==> config.mk <==
export PLATFORM = sky130hd
export DESIGN_NAME = line_clear_engine
export DESIGN_NICKNAME = d
export VERILOG_FILES = /design/src/rtl/tetris_pkg.sv /design/src/rtl/row_shift_down.sv /design/src/rtl/line_clear_engine.sv
export SDC_FILE = /design/constraint.sdc
export NUM_CORES = 1
export LEC_CHECK = 0
export ABC_AREA = 1
export ABC_CLOCK_PERIOD_IN_PS = 7300
export BUFFER_PORTS_ARGS = -buffer_cell sky130_fd_sc_hd__buf_2
export CORE_ASPECT_RATIO = 0.6
export CORE_UTILIZATION = 42
export DETAILED_ROUTE_END_ITERATION = 6
export GPL_TIMING_DRIVEN = 0
export PLACE_DENSITY_LB_ADDON = 0.1
export SETUP_SLACK_MARGIN = 0.05
export SLEW_MARGIN = 10
export SYNTH_ARGS = -nofsm -noshare
export SYNTH_HDL_FRONTEND = slang
export SYNTH_SLANG_ARGS = --single-unit
==> constraint.sdc <==
create_clock -name clk -period 7.3 [get_ports clk]
set_clock_uncertainty 0.1 [all_clocks]
set_input_delay 0.73 -clock clk [delete_from_list [all_inputs] [get_ports clk]]
set_output_delay 0.73 -clock clk [all_outputs]
set_load 0.02 [all_outputs]
==> src/rtl/tetris_pkg.sv <==
// Shared board geometry, line-clear FSM states and row indexing helpers.
// Imported by the line clear engine and its row shifter.
package tetris_pkg;

  localparam int BOARD_COLS = 4;
  localparam int BOARD_ROWS = 8;

  typedef enum logic [1:0] {
    IDLE,
    SCAN,
    DONE
  } lce_state_t;

  function automatic int ROW(input int r, input int cols);
    return r * cols;
  endfunction

endpackage

==> src/rtl/row_shift_down.sv <==
// Removes row idx_i from a board, drops every row above it by one
// and inserts an empty top row.
module row_shift_down
  import tetris_pkg::*;
#(
  parameter int COLS = BOARD_COLS,
  parameter int ROWS = BOARD_ROWS,
  parameter int IW   = 3
) (
  input  logic [ROWS*COLS-1:0] board_i,
  input  logic [IW-1:0]        idx_i,
  output logic [ROWS*COLS-1:0] board_o
);

  for (genvar r = 0; r < ROWS - 1; r++) begin : g_row
    assign board_o[ROW(r, COLS) +: COLS] =
      (idx_i > IW'(r)) ? board_i[ROW(r, COLS) +: COLS]
                       : board_i[ROW(r + 1, COLS) +: COLS];
  end

  // idx_i never exceeds ROWS-1, so the top row is always vacated
  assign board_o[ROW(ROWS - 1, COLS) +: COLS] = '0;

endmodule

==> src/rtl/line_clear_engine.sv <==
// Sequential full-row detect/clear/compact engine: one row examined
// per cycle, full rows removed in place, count of cleared lines reported.
module line_clear_engine
  import tetris_pkg::*;
#(
  parameter int  COLS  = BOARD_COLS,
  parameter int  ROWS  = BOARD_ROWS,
  localparam int CNT_W = $clog2(ROWS + 1)
) (
  input  logic                 clk,
  input  logic                 rst,
  input  logic                 start,
  input  logic [ROWS*COLS-1:0] board_in,
  output logic                 busy,
  output logic                 done,
  output logic [ROWS*COLS-1:0] board_out,
  output logic [CNT_W-1:0]     lines_cleared
);

  localparam int PW = (ROWS > 1) ? $clog2(ROWS) : 1;

  if (ROWS < 2) begin : g_chk
    $error("line_clear_engine: ROWS must be >= 2");
  end

  lce_state_t           state_q;
  logic                 busy_q;
  logic                 done_q;
  logic [ROWS*COLS-1:0] board_q;
  logic [CNT_W-1:0]     lines_q;
  logic [ROWS*COLS-1:0] work_q;
  logic [ROWS*COLS-1:0] shift_d;
  logic [PW-1:0]        ptr_q;
  logic [CNT_W-1:0]     cnt_q;
  logic                 row_full;

  assign row_full = &work_q[ROW(int'(ptr_q), COLS) +: COLS];

  row_shift_down #(
    .COLS (COLS),
    .ROWS (ROWS),
    .IW   (PW)
  ) u_shift (
    .board_i (work_q),
    .idx_i   (ptr_q),
    .board_o (shift_d)
  );

  always_ff @(posedge clk or posedge rst) begin
    if (rst) begin
      state_q <= IDLE;
      busy_q  <= 1'b0;
      done_q  <= 1'b0;
      board_q <= '0;
      lines_q <= '0;
      work_q  <= '0;
      ptr_q   <= '0;
      cnt_q   <= '0;
    end else begin
      unique case (state_q)
        IDLE: begin
          done_q <= 1'b0;
          if (start) begin
            work_q  <= board_in;
            ptr_q   <= '0;
            cnt_q   <= '0;
            busy_q  <= 1'b1;
            state_q <= SCAN;
          end
        end
        SCAN: begin
          // a cleared row pulls new data into ptr, so ptr stays put
          if (row_full) begin
            work_q <= shift_d;
            cnt_q  <= cnt_q + CNT_W'(1);
          end else if (ptr_q == PW'(ROWS - 1)) begin
            state_q <= DONE;
            busy_q  <= 1'b0;
            done_q  <= 1'b1;
            board_q <= work_q;
            lines_q <= cnt_q;
          end else begin
            ptr_q <= ptr_q + PW'(1);
          end
        end
        DONE: begin
          done_q  <= 1'b0;
          state_q <= IDLE;
        end
        default: state_q <= IDLE;
      endcase
    end
  end

  assign busy          = busy_q;
  assign done          = done_q;
  assign board_out     = board_q;
  assign lines_cleared = lines_q;

endmodule

==> flow_summary.ini <==
[floorplan]
die-area_um2 = 9930
start_util_pct = 43.4
die_w_um = 128
die_h_um = 77.6
design.core.area_um2 = 9220
boundaryPins = 73
rows = 27

[finish]
layout_common_cells = nand2_1 (187), buf_2 (81), dfrtp_1 (79)
fin_cells = 728
drive_above_1_share_pct = 21.1
n_antenna_cell = 0
nets = 635
area_growth_pct = 21.5
final_common_cell = nand2_1
fillers = 896

[yosys]
yosysTopAreaCell = dfrtp_1
ys.warnings.count = 0
netlist-cell-type-count = 24
synth_area_um2 = 4000
netlist_instances = 510
synth.avg_cell_area_um2 = 7.85
yosysTopAreaCellShare_pct = 49.4
yosys_register_bits = 79
ys_seq_area_share_pct = 49.4
synth_area_leaders = dfrtp_1 (49%), nand2_1 (18%), o21ai_0 (7.6%)
syn_nets = 551

[cts]
clk_pin_slew_ns = 0.06
cts_hold_buf = 0
ctsResizeCount = 0
cts_sinks = 79
clk_path_buf_depth = 2
numCtsBuffers = 9
cts_tree = done
clock-root-buffer = clkbuf_16
htreeDepth = 3
clock_latency_ns = 0.33
post-cts-setup-buffers = 0

[power]
p_seq_share_pct = 31.5
pwr-share-comb_pct = 46.3
power.static_leakage_nw = 2.60
ir_drop_v = 0.000161
p_int_w = 0.00120
p_sw_w = 0.000953
powerDensity_nw_per_um2 = 444
switching_share_pct = 44.2
clock_power_share_pct = 22.1

[timing]
min_period_ns = 2.28
max_freq_mhz = 439
finalHoldViolCount = 0
finalCritPeriodShare_pct = 31.2
setup_viol = 0
rsz0062_at_grt = no
slew-limit-headroom_pct = 55.7
tightest_slew_ns = 0.661
maxSlewViolCount = 0
timing.setup.tns_ns = 0

[detailed_routing]
drc = 0
drtIter0Drc = 342
vias = 3831
detail-route-antenna-nets = 0
wl_per_cell_um = 16.3
wl_um = 11900
drt-pass1-iter-count = 5
via_per_inst = 5.26

[critical_path]
path_max_fanout = 10
path_class = flop to flop
slowest_delay_ns = 0.41
reg2reg_from = ptr_q[0]
rr_endpoint = board_out[3]
critPathSlowestCell = dfrtp_1
critPathTopFamily = simple AND/OR/NAND/NOR gates
start_kind = flop
r2r_slack_ns = 5.02
worstPathRequired_ns = 7.44
crit_buf_inv = 3
arrival_ns = 2.42
critPathCaptureType = flop
cpMostUsedCell = nand2_1
reg2reg_depth = 11
cp_cell_sequence = inv_2 -> buf_4 -> nand2_1 -> nand3_1 -> nand2_1 -> nor2_1 -> nor2_2 -> nand2_4 -> nand3_2 -> buf_2 -> o21ai_0

[global_route]
grt_max_degree = 42
grt_pass1_vias = 3568
grtUsageTotal_pct = 25.7
antenna_found_initial = 0
grt.overflow.total = 0
grt_first_pass_wirelength_um = 19200

[min_path]
hold_class = primary input to async pin

[status]
status = complete, no violations

[placed_design]
place_congestion = 0.878
hpwlAfterDp_um = 8740
port_buffers = 72
placed_cells = 713

[run]
cap_violations = 0
-- cell type report --
| class | instances | area (µm²) | area share, % |
|---|---|---|---|
| inverter | 44 | 168 | 3.45 |
| buffer | 26 | 154 | 3.17 |
| timing repair buffer | 73 | 380 | 7.83 |
| clock buffer | 11 | 243 | 4.99 |
| tap | 130 | 163 | 3.35 |
| multi-input combinational | 361 | 1710 | 35.1 |
| sequential | 79 | 1980 | 40.7 |
| clock inverter | 4 | 70.1 | 1.44 |
-- metal layers --
layer	GRT usage, %	vias up	wire (µm)	part of all wire, %
met2	36.3	153	4790	40
met1	39.6	1843	6080	51
met3	5.86	9	902	7.6
met4	5.65	0	93	0.78
li1	-	1826	-	-
met5	0	-	0	0
-- power by group through the flow --
stage	sequential, W	combinational [W]	clock, W
after floorplan	0.000761	0.000598	0
after global placement	0.000679	0.000973	0
after detailed placement	0.000685	0.000986	0
after CTS	0.000679	0.000989	0.000483
after global routing	0.000698	0.00111	0.000505
final	0.000680	0.000999	0.000477
-- cell families after synthesis --
family | count (synthesis) | share of synthesized area [%]
DFF | 79 | 49.4
xor gates and xnor gates | 1 | 0.219
AOI/OAI and AO/OA | 71 | 9.16
buffers and inverters | 70 | 7.97
adders and majority gates | 6 | 1.88
and+or+nand+nor | 283 | 31.4
-- synthesized netlist by cell type (all sizes together) --
cell	instances
buf	18
ha	6
or2	2
nor2	17
xor2	1
dfrtp	79
nand2	190
inv	44
o21ai	70
clkbuf	8
nand4	30
nand3b	1
a21oi	1
nand3	43
-- worst register-to-register path, stage by stage (launching register included) --
cell     delay (ns)
dfrtp_1        0.41
inv_2          0.20
buf_4          0.24
nand2_1        0.07
nand3_1        0.16
nand2_1        0.07
nor2_1         0.11
nor2_2         0.09
nand2_4        0.09
nand3_2        0.18
buf_2          0.25
o21ai_0        0.20
-- worst max-delay path by stage --
stage / startpoint / endpoint / cells after the start
detailed placement: start / work_q[4] / 6
global route: ptr_q[0] / board_out[3] / 11
CTS: ptr_q[0] / board_out[3] / 11
finish: ptr_q[0] / board_out[3] / 11
global placement: rst / work_q[26] / 2
floorplan: rst / board_out[0] / 1
-- through the flow --
stage | hold WS [ns] | utilization (%) | setup WS (ns) | area, µm² | power (W)
2_1_floorplan | 0.342 | - | 4.45 | 4000 | 0.00136
3_3_place_gp | 0.354 | 49.1 | 3.44 | 4520 | 0.00165
3_5_place_dp | 0.358 | 49.3 | 4.91 | 4550 | 0.00167
4_1_cts | 0.355 | 52.7 | 5.02 | 4860 | 0.00215
5_1_grt | 0.382 | 52.7 | 4.79 | 4860 | 0.00232
6_report | 0.341 | 52.7 | 5.02 | 4860 | 0.00216
-- flip-flops by register name (all words and copies together) (netlist names) --
name           count
cnt_q              4
lines_cleared      4
ptr_q              3
work_q            32
board_out         32
busy               1
done               1
state_q            2
(Power assumes the default switching activity.)
